===== config.mk =====
export PLATFORM = sky130hd
export DESIGN_NAME = kd_tree_node_loader
export DESIGN_NICKNAME = d
export VERILOG_FILES = /design/src/rtl/kd_tree_node_loader.sv
export SDC_FILE = /design/constraint.sdc
export NUM_CORES = 1
export LEC_CHECK = 0
export ABC_CLOCK_PERIOD_IN_PS = 4300
export CAP_MARGIN = 20
export CORE_AREA = 2 2 300 302
export CTS_CLUSTER_DIAMETER = 80
export DETAILED_ROUTE_END_ITERATION = 6
export DIE_AREA = 0 0 302 304
export PLACE_DENSITY = 0.36
export SETUP_SLACK_MARGIN = 0.15
export SKIP_LAST_GASP = 1
export SLEW_MARGIN = 5
export SYNTH_ARGS = -nofsm -noshare
export SYNTH_HDL_FRONTEND = slang
export SYNTH_SLANG_ARGS = --single-unit
export TNS_END_PERCENT = 20

===== constraint.sdc =====
create_clock -name clk -period 4.3 [get_ports clk]
set_input_delay 0.86 -clock clk [delete_from_list [all_inputs] [get_ports clk]]
set_output_delay 0.86 -clock clk [all_outputs]
set_load 0.05 [all_outputs]

===== src/rtl/kd_tree_node_loader.sv =====
// kd_tree_node_loader
//   Loads the KD-tree internal-node array from a stream of node records and
//   then reads every node back to confirm it holds a usable record. Tree
//   search must wait for `done`.
//
// Ports
//   clk, rst          rising-edge clock; asynchronous active-high reset
//   start             one-cycle pulse, begins a load from IDLE, DONE or ERR
//   abort             synchronous return to IDLE from any state
//   in_valid/in_ready record handshake; in_data = {median[10:0], 8'bx, idx[2:0]}
//   node_wen          one-hot write enable, bit k writes node k
//   node_wdata        write data shared by every node
//   node_rdata        flattened readback, node k at [k*22 +: 22]
//   busy/done/error   status levels (LOAD..VERIFY / DONE / ERR)
//   err_addr          node address of the first failure
//   loaded_count      records accepted in the current load
module kd_tree_node_loader #(
  parameter int NUM_NODES     = 31,
  parameter int ADDR_WIDTH    = 6,
  parameter int STORAGE_WIDTH = 22,
  parameter int NUM_DIMS      = 5
) (
  input  logic                               clk,
  input  logic                               rst,
  input  logic                               start,
  input  logic                               abort,
  input  logic                               in_valid,
  output logic                               in_ready,
  input  logic [STORAGE_WIDTH-1:0]           in_data,
  output logic [NUM_NODES-1:0]               node_wen,
  output logic [STORAGE_WIDTH-1:0]           node_wdata,
  input  logic [NUM_NODES*STORAGE_WIDTH-1:0] node_rdata,
  output logic                               busy,
  output logic                               done,
  output logic                               error,
  output logic [ADDR_WIDTH-1:0]              err_addr,
  output logic [ADDR_WIDTH:0]                loaded_count
);

  typedef enum logic [2:0] {
    S_IDLE   = 3'd0,
    S_LOAD   = 3'd1,
    S_DRAIN  = 3'd2,
    S_VERIFY = 3'd3,
    S_DONE   = 3'd4,
    S_ERR    = 3'd5
  } state_e;

  localparam logic [ADDR_WIDTH-1:0] LAST_ADDR = ADDR_WIDTH'(NUM_NODES - 1);
  localparam logic [ADDR_WIDTH-1:0] ADDR_ONE  = ADDR_WIDTH'(1'b1);
  localparam logic [ADDR_WIDTH:0]   CNT_ONE   = (ADDR_WIDTH + 1)'(1'b1);
  localparam logic [NUM_NODES-1:0]  WEN_ONE   = NUM_NODES'(1'b1);

  // A split dimension is usable only if it names one of the tree's dimensions.
  function automatic logic idx_ok(input logic [2:0] idx);
    return (int'(idx) < NUM_DIMS);
  endfunction

  // A stored node must carry a usable dimension and a zero padding field.
  function automatic logic node_ok(input logic [10:0] low);
    return idx_ok(low[2:0]) && (low[10:3] == 8'd0);
  endfunction

  state_e                    state_q;
  logic [ADDR_WIDTH-1:0]     addr_q;
  logic [ADDR_WIDTH:0]       loaded_count_q;
  logic [NUM_NODES-1:0]      node_wen_q;
  logic [STORAGE_WIDTH-1:0]  node_wdata_q;
  logic                      busy_q;
  logic                      done_q;
  logic                      error_q;
  logic [ADDR_WIDTH-1:0]     err_addr_q;

  logic                      accept_d;
  logic [NUM_NODES-1:0]      wen_onehot_d;
  logic [STORAGE_WIDTH-1:0]  scan_rec_d;
  logic                      unused_median_s;

  // Abort masks the handshake so a beat offered alongside abort is never taken.
  assign in_ready     = (state_q == S_LOAD) && !abort;
  assign accept_d     = in_valid && in_ready;
  assign wen_onehot_d = WEN_ONE << addr_q;

  // Select the node currently being scanned; addr_q doubles as the scan index.
  always_comb begin
    scan_rec_d = '0;
    for (int k = 0; k < NUM_NODES; k++) begin
      scan_rec_d = scan_rec_d |
                   ((addr_q == ADDR_WIDTH'(k)) ? node_rdata[k*STORAGE_WIDTH +: STORAGE_WIDTH]
                                               : {STORAGE_WIDTH{1'b0}});
    end
  end

  // The median travels through untouched and is not part of the readback check.
  assign unused_median_s = ^scan_rec_d[STORAGE_WIDTH-1:11];

  // Load/verify sequencer with all status outputs registered alongside the state.
  always_ff @(posedge clk or posedge rst) begin
    if (rst) begin
      state_q        <= S_IDLE;
      addr_q         <= '0;
      loaded_count_q <= '0;
      node_wen_q     <= '0;
      node_wdata_q   <= '0;
      busy_q         <= 1'b0;
      done_q         <= 1'b0;
      error_q        <= 1'b0;
      err_addr_q     <= '0;
    end else if (abort) begin
      // loaded_count and err_addr are kept for post-mortem inspection.
      state_q    <= S_IDLE;
      node_wen_q <= '0;
      busy_q     <= 1'b0;
      done_q     <= 1'b0;
      error_q    <= 1'b0;
    end else begin
      node_wen_q <= '0;
      case (state_q)
        S_IDLE, S_DONE, S_ERR: begin
          if (start) begin
            state_q        <= S_LOAD;
            addr_q         <= '0;
            loaded_count_q <= '0;
            busy_q         <= 1'b1;
            done_q         <= 1'b0;
            error_q        <= 1'b0;
            err_addr_q     <= '0;
          end
        end
        S_LOAD: begin
          if (accept_d) begin
            loaded_count_q <= loaded_count_q + CNT_ONE;
            if (!idx_ok(in_data[2:0])) begin
              // Bad beat is consumed but never written.
              err_addr_q <= addr_q;
              error_q    <= 1'b1;
              busy_q     <= 1'b0;
              state_q    <= S_ERR;
            end else begin
              node_wen_q   <= wen_onehot_d;
              node_wdata_q <= in_data;
              addr_q       <= addr_q + ADDR_ONE;
              if (addr_q == LAST_ADDR) begin
                state_q <= S_DRAIN;
              end
            end
          end
        end
        S_DRAIN: begin
          // One idle cycle so the final write lands before it is read back.
          addr_q  <= '0;
          state_q <= S_VERIFY;
        end
        S_VERIFY: begin
          if (!node_ok(scan_rec_d[10:0])) begin
            err_addr_q <= addr_q;
            error_q    <= 1'b1;
            busy_q     <= 1'b0;
            state_q    <= S_ERR;
          end else if (addr_q == LAST_ADDR) begin
            done_q  <= 1'b1;
            busy_q  <= 1'b0;
            state_q <= S_DONE;
          end else begin
            addr_q <= addr_q + ADDR_ONE;
          end
        end
        default: begin
          state_q <= S_IDLE;
          busy_q  <= 1'b0;
        end
      endcase
    end
  end

  assign node_wen     = node_wen_q;
  assign node_wdata   = node_wdata_q;
  assign busy         = busy_q;
  assign done         = done_q;
  assign error        = error_q;
  assign err_addr     = err_addr_q;
  assign loaded_count = loaded_count_q;

endmodule


==> out/metrics.yaml, run 1 <==
status: "finished, final reports clean"
dp_hpwl_um: 50450
cts_tree: "built"
yosys.area.top_type: "dfrtp_1"
synthToLayoutAreaGrowth_pct: 120.9
worstSetupPathType: "register to register"
setup_viol: 0
register_area_mm2: 0.001956
worst_slack_ps: 303.8
cp_common_cell: "buf_4"
busiest_layer: "met2"
worst_setup_path_end_kind: "register"
numClockSinks: 78
die-area_mm2: 0.09181
ioPinCount: 779
start_util_pct: 6.324
power_mw: 5.856
netlist_area_mm2: 0.005632
synth.area.top_cells: "dfrtp_1 35%, nand3_1 6.4%, mux2_2 5.0%, nor2_1 3.2%, o211ai_1 2.8%"
async_flop_share_pct: 100.0
hold_path.class: "register to register"
die_x_um: 302
ys_seq_elements: 78
die-height_um: 304
grt_usage_pct: 12.35
nNetsFinal: 1866
required_ps: 4520
clk_latency_ps: 360
synth_common_cells: "78 x dfrtp_1, 72 x nand3_1, 48 x nor2_1"
max-cap-violations: 0
filler_cell_count: 10131
use_met3_pct: 1.856
cts_buffers: 9
final_area_mm2: 0.01244
synth_ff_type: "dfrtp_1"
critPathArrivalTime_ps: 4210
use_met1_pct: 17.54
hold_buffers: 0
slew_violations: 0
yosys.cell_types.count: 72
rsz0062_at_grt: "true"
grt_pass1_vias: 8546
antenna_found_initial: 15
wl_per_cell_um: 24.68
placed_area_mm2: 0.01208
fin_crit_ps: 3996
pre_cts_ws_ps: -434.7
synth-edff-count: 0
max-vdd-ir-drop_mv: 0.2382
path_clk_slew_ps: 60
drc_errors: 0
timing.final.hold_violations: 0
overflow: 0
viasPerCell: 3.320
worstPathCellList: "ha_1, buf_4, and3b_4, o311ai_0, o2111ai_1, or4_1, or4_4, nor4_4, buf_4, a21oi_2, or2_1, o41ai_1"
critPathMaxFanout: 13
vias: 7760
rows: 110
syn_area_per_cell_um2: 8.611
cts_htree_levels: 3
start_kind: "register"
syn-instance-count: 654
worst_slew_pin_slew_ps: 946.0
synth_top_area_share_pct: 34.66
power.density_mw_per_mm2: 470.8
drt_first_pass_iters: 4
skew_ps: 14.74
relSlewSlack_pct: 35.30
multiInputGateArea_mm2: 0.003461
numPlacedInstances: 2315
drive_above_1_share_pct: 15.67
ant_nets: 0
clockRootBuffer: "clkbuf_16"
seq_area_frac_synth_pct: 34.66
place.gp.congestion: 0.7550
fin_hold_ws_ps: 503.5
critPathSlowestCell: "or4_4"
grt_pass1_wl_um: 76290
core-area_mm2: 0.08905
cts_buffer_depth: 2
portBuffers: 437
stdcell_count: 2337
drt_iter0_markers: 398
routed_wl_um: 57670
leakage_nw: 4.493
cpPeakStageDelay_ps: 620
use_met2_pct: 19.90
yosys_warnings: 0
synth_fp_nets: 1370
clock.fmax_mhz: 250.2
grt_max_degree: 41
finalCritPeriodShare_pct: 92.93
yosysMostFrequentCell: "dfrtp_1"
==> cells by family (layout without fill, tap and decap cells) <==
family	Yosys count	in the layout	share of synthesized area [%]
multiplexers	28	28	5.532
XOR/XNOR	5	5	0.7777
buffers and inverters	64	565	5.577
AO/OA/AOI/OAI	169	169	22.77
AND/OR/NAND/NOR	303	303	29.13
adder cells (fa/ha/maj)	7	7	1.555
other	0	6	0
flip-flops	78	78	34.66
==> timing repair <==
item | CTS | global route
pin swaps | 1 | 1
setup endpoints to repair | 18 | 16
setup buffers | 0 | 0
resized for setup | 9 | 4
==> final cells by class <==
cell class | count | share of cell area, %
multi-input combinational | 512 | 27.82
timing repair buffer | 539 | 41.73
sequential | 78 | 15.72
tap | 1176 | 11.83
inverter | 10 | 0.3118
antenna | 6 | 0.1207
clock inverter | 6 | 0.5432
clock buffer | 10 | 1.921
==> sequential cells by signal (all words and copies together) (netlist names) <==
register,cells
busy,1
done,1
state_q,3
err_addr,6
error,1
node_wen,31
node_wdata,22
loaded_count,7
addr_q,6
==> per-layer routing <==
metal | part of all wire, % | vias to the layer above
met5 | 0.029 | -
met4 | 0.97 | 4
met3 | 6.3 | 25
met2 | 45 | 388
met1 | 48 | 3803
li1 | - | 3540
==> where the power goes <==
part	switching (mW)	internal [mW]
Sequential	0.157	0.893
Combinational	2.47	1.50
Clock	0.364	0.470
Total	2.99	2.87
==> worst max-delay path, delay by kind of cell (launching register included) <==
kind | cells | cell delay, ps
AOI/OAI and AO/OA | 4 | 780
DFF | 1 | 450
and+or+nand+nor | 5 | 1950
buffers and inverters | 2 | 400
adders and majority gates | 1 | 250
==> layout by cell type, fill, tap and decap left out, types with 4 or more instances in the layout <==
| cell | count |
|---|---|
| a22oi_1 | 12 |
| a32oi_1 | 7 |
| a22o_1 | 10 |
| nor4_1 | 10 |
| ha_1 | 6 |
| o211ai_1 | 21 |
| a31oi_1 | 7 |
| nand3b_1 | 4 |
| buf_4 | 98 |
| clkbuf_16 | 9 |
| or3_1 | 5 |
| nand4_1 | 23 |
| nor2b_1 | 5 |
| nand3_1 | 71 |
| a211oi_1 | 4 |
| dfrtp_1 | 75 |
| or4_1 | 7 |
| o311ai_0 | 8 |
| o21ai_0 | 27 |
| nand2_1 | 39 |
| nor2_1 | 46 |
| diode_2 | 6 |
| nor3_1 | 31 |
| and2_1 | 5 |
| a221oi_1 | 6 |
| o22ai_1 | 5 |
| inv_1 | 9 |
| nand2b_1 | 10 |
| and3_1 | 13 |
| mux2_2 | 25 |
| o2111ai_1 | 13 |
| buf_12 | 4 |
| nor3b_1 | 5 |
| clkdlybuf4s50_1 | 437 |
| a21oi_1 | 12 |
| a211o_1 | 4 |
==> stage by stage <==
| stage | util, % | TNS, ps |
|---|---|---|
| floorplan | - | 0 |
| global placement | 13.54 | -6137 |
| detailed placement | 13.56 | -6374 |
| CTS | 13.94 | 0 |
| global route | 13.95 | 0 |
| finish | 13.97 | 0 |
==> final timing paths <==
kind | from | to | slack (ps) | depth (start not counted)
worst min register to register | err_addr[2] | err_addr[2] | 500 | 1
min in group asynchronous | rst | loaded_count[3] | 930 | 2
max in group asynchronous | rst | node_wen[28] | 2650 | 3
worst max register to register | addr_q[0] | addr_q[5] | 300 | 12
worst min-delay path | err_addr[2] | err_addr[2] | 500 | 1
worst max-delay path | addr_q[0] | addr_q[5] | 300 | 12
(Power assumes the default switching activity.)
==> run 2, diff against run 1 <==
--- a/config.mk
+++ b/config.mk
@@ -18,4 +18,4 @@
 export SYNTH_ARGS = -nofsm -noshare
 export SYNTH_HDL_FRONTEND = slang
 export SYNTH_SLANG_ARGS = --single-unit
-export TNS_END_PERCENT = 20
+export TNS_END_PERCENT = 100
==> out/metrics.yaml, run 2 (synthesized netlist as in run 1, its figures left out) <==
status: "finished, final reports clean"
nNetsFinal: 1866
power.density_mw_per_mm2: 471.5
postCtsSetupBuffers: 0
hold_depth: 1
grt_usage_pct: 12.35
cts_buffers: 9
setup_viol: 0
worst_setup_path_end_kind: "register"
core-area_mm2: 0.08905
worstSetupPathType: "register to register"
die_x_um: 302
die-height_um: 304
rsz0062_at_grt: "true"
clk_latency_ps: 360
vias: 7761
portBuffers: 437
critPathArrivalTime_ps: 4270
slew_violations: 0
largest_reg_flops: 31
synthToLayoutAreaGrowth_pct: 120.9
relSlewSlack_pct: 35.34
drive_above_1_share_pct: 15.76
fin_crit_ps: 3979
skew_ps: 14.77
max-cap-violations: 0
timing.final.hold_violations: 0
start_util_pct: 6.324
overflow: 0
p_clk_share_pct: 14.2
internal_power_mw: 2.866
required_ps: 4590
max-vdd-ir-drop_mv: 0.2383
drt_iter0_markers: 405
grt_max_degree: 41
leakage_nw: 4.499
grt_pass1_wl_um: 76290
path_clk_slew_ps: 60
dp_hpwl_um: 50450
ant_nets: 0
cts_tree: "built"
critPathMaxFanout: 13
worst_slew_pin_slew_ps: 945.4
viasPerCell: 3.325
tns_ps: 0
layout_commonest_cell: "clkdlybuf4s50_1"
hold_path.class: "register to register"
antenna_found_initial: 15
drc_errors: 0
p_sw_share_pct: 51.13
cts_buffer_depth: 2
numPlacedInstances: 2315
clockRootBuffer: "clkbuf_16"
drt_first_pass_iters: 5
stdcell_count: 2334
reg2reg_depth: 13
numClockSinks: 78
layout_common_cells: "437 x clkdlybuf4s50_1, 98 x buf_4, 75 x dfrtp_1, 71 x nand3_1, 46 x nor2_1"
clock.fmax_mhz: 251.4
ioPinCount: 779
start_kind: "register"
die-area_mm2: 0.09181
seq_power_share_pct: 17.9
routed_wl_um: 57740
comb_power_share_pct: 67.9
cts_htree_levels: 3
grt_pass1_vias: 8546
switchingPower_mw: 2.999
finalCritPeriodShare_pct: 92.52
rows: 110
wl_per_cell_um: 24.74
place.gp.congestion: 0.7550
==> run 2: timing repair <==
action / in CTS / in global routing
resized for setup: 9 / 5
endpoints found under the setup margin: 18 / 16
pin swaps: 1 / 1
endpoints found under the hold margin: 0 / 0
hold buffers: 0 / 0
==> run 2: metrics by stage <==
step                      total power [mW]  setup slack [ps]  area, µm²  hold WS, ps  util (%)
final                                5.865             321.5      12440        504.0     13.97
after floorplan                      2.722             856.0       5632        548.4         -
after global placement               5.143            -421.0      12060        492.9     13.54
after detailed placement             5.157            -434.7      12080        496.2     13.56
after global routing                 6.250             114.4      12430        530.5     13.96
after CTS                            6.064             140.1      12410        509.0     13.94
==> run 2: power by group through the flow <==
stage	clock network (mW)	registers (mW)	logic, mW
floorplan	0	1.47	1.25
global placement	0	1.05	4.09
detailed placement	0	1.06	4.10
CTS	0.874	1.05	4.14
global route	0.894	1.08	4.28
finish	0.833	1.05	3.98
==> run 2: critical path: stages (launching register included) <==
cell and delay, ps:
dfrtp_2 450, ha_1 250, buf_4 210, and3b_4 270, o311ai_0 150, o2111ai_1 170, or4_1 550, or4_4 620
nor4_4 280, buf_4 190, nand3_1 160, buf_4 190, nor3_1 170, o221a_2 220
==> run 2: worst paths after layout <==
path,startpoint,endpoint,slack [ps]
max,addr_q[0],done,320
min,err_addr[2],err_addr[2],500
max reg2reg,addr_q[0],done,320
min reg2reg,err_addr[2],err_addr[2],500
max in group asynchronous,rst,node_wen[28],2650
min in group asynchronous,rst,loaded_count[3],930
==> run 2: cell type report <==
| class | count | area, µm² |
|---|---|---|
| antenna | 3 | 7.507 |
| clock buffer | 10 | 239.0 |
| clock inverter | 6 | 67.56 |
| fill | 10135 | 76610 |
| inverter | 10 | 38.79 |
| multi-input combinational | 512 | 3468 |
| sequential | 78 | 1956 |
| tap | 1176 | 1471 |
| timing repair buffer | 539 | 5190 |
==> run 2: per-layer routing <==
metal | up-vias | part of all wire (%) | track usage [%]
met3 | 27 | 5.4 | 1.856
met2 | 385 | 45 | 19.90
li1 | 3536 | - | -
met1 | 3809 | 49 | 17.54
met4 | 4 | 0.99 | 2.003
met5 | - | 0.029 | 0
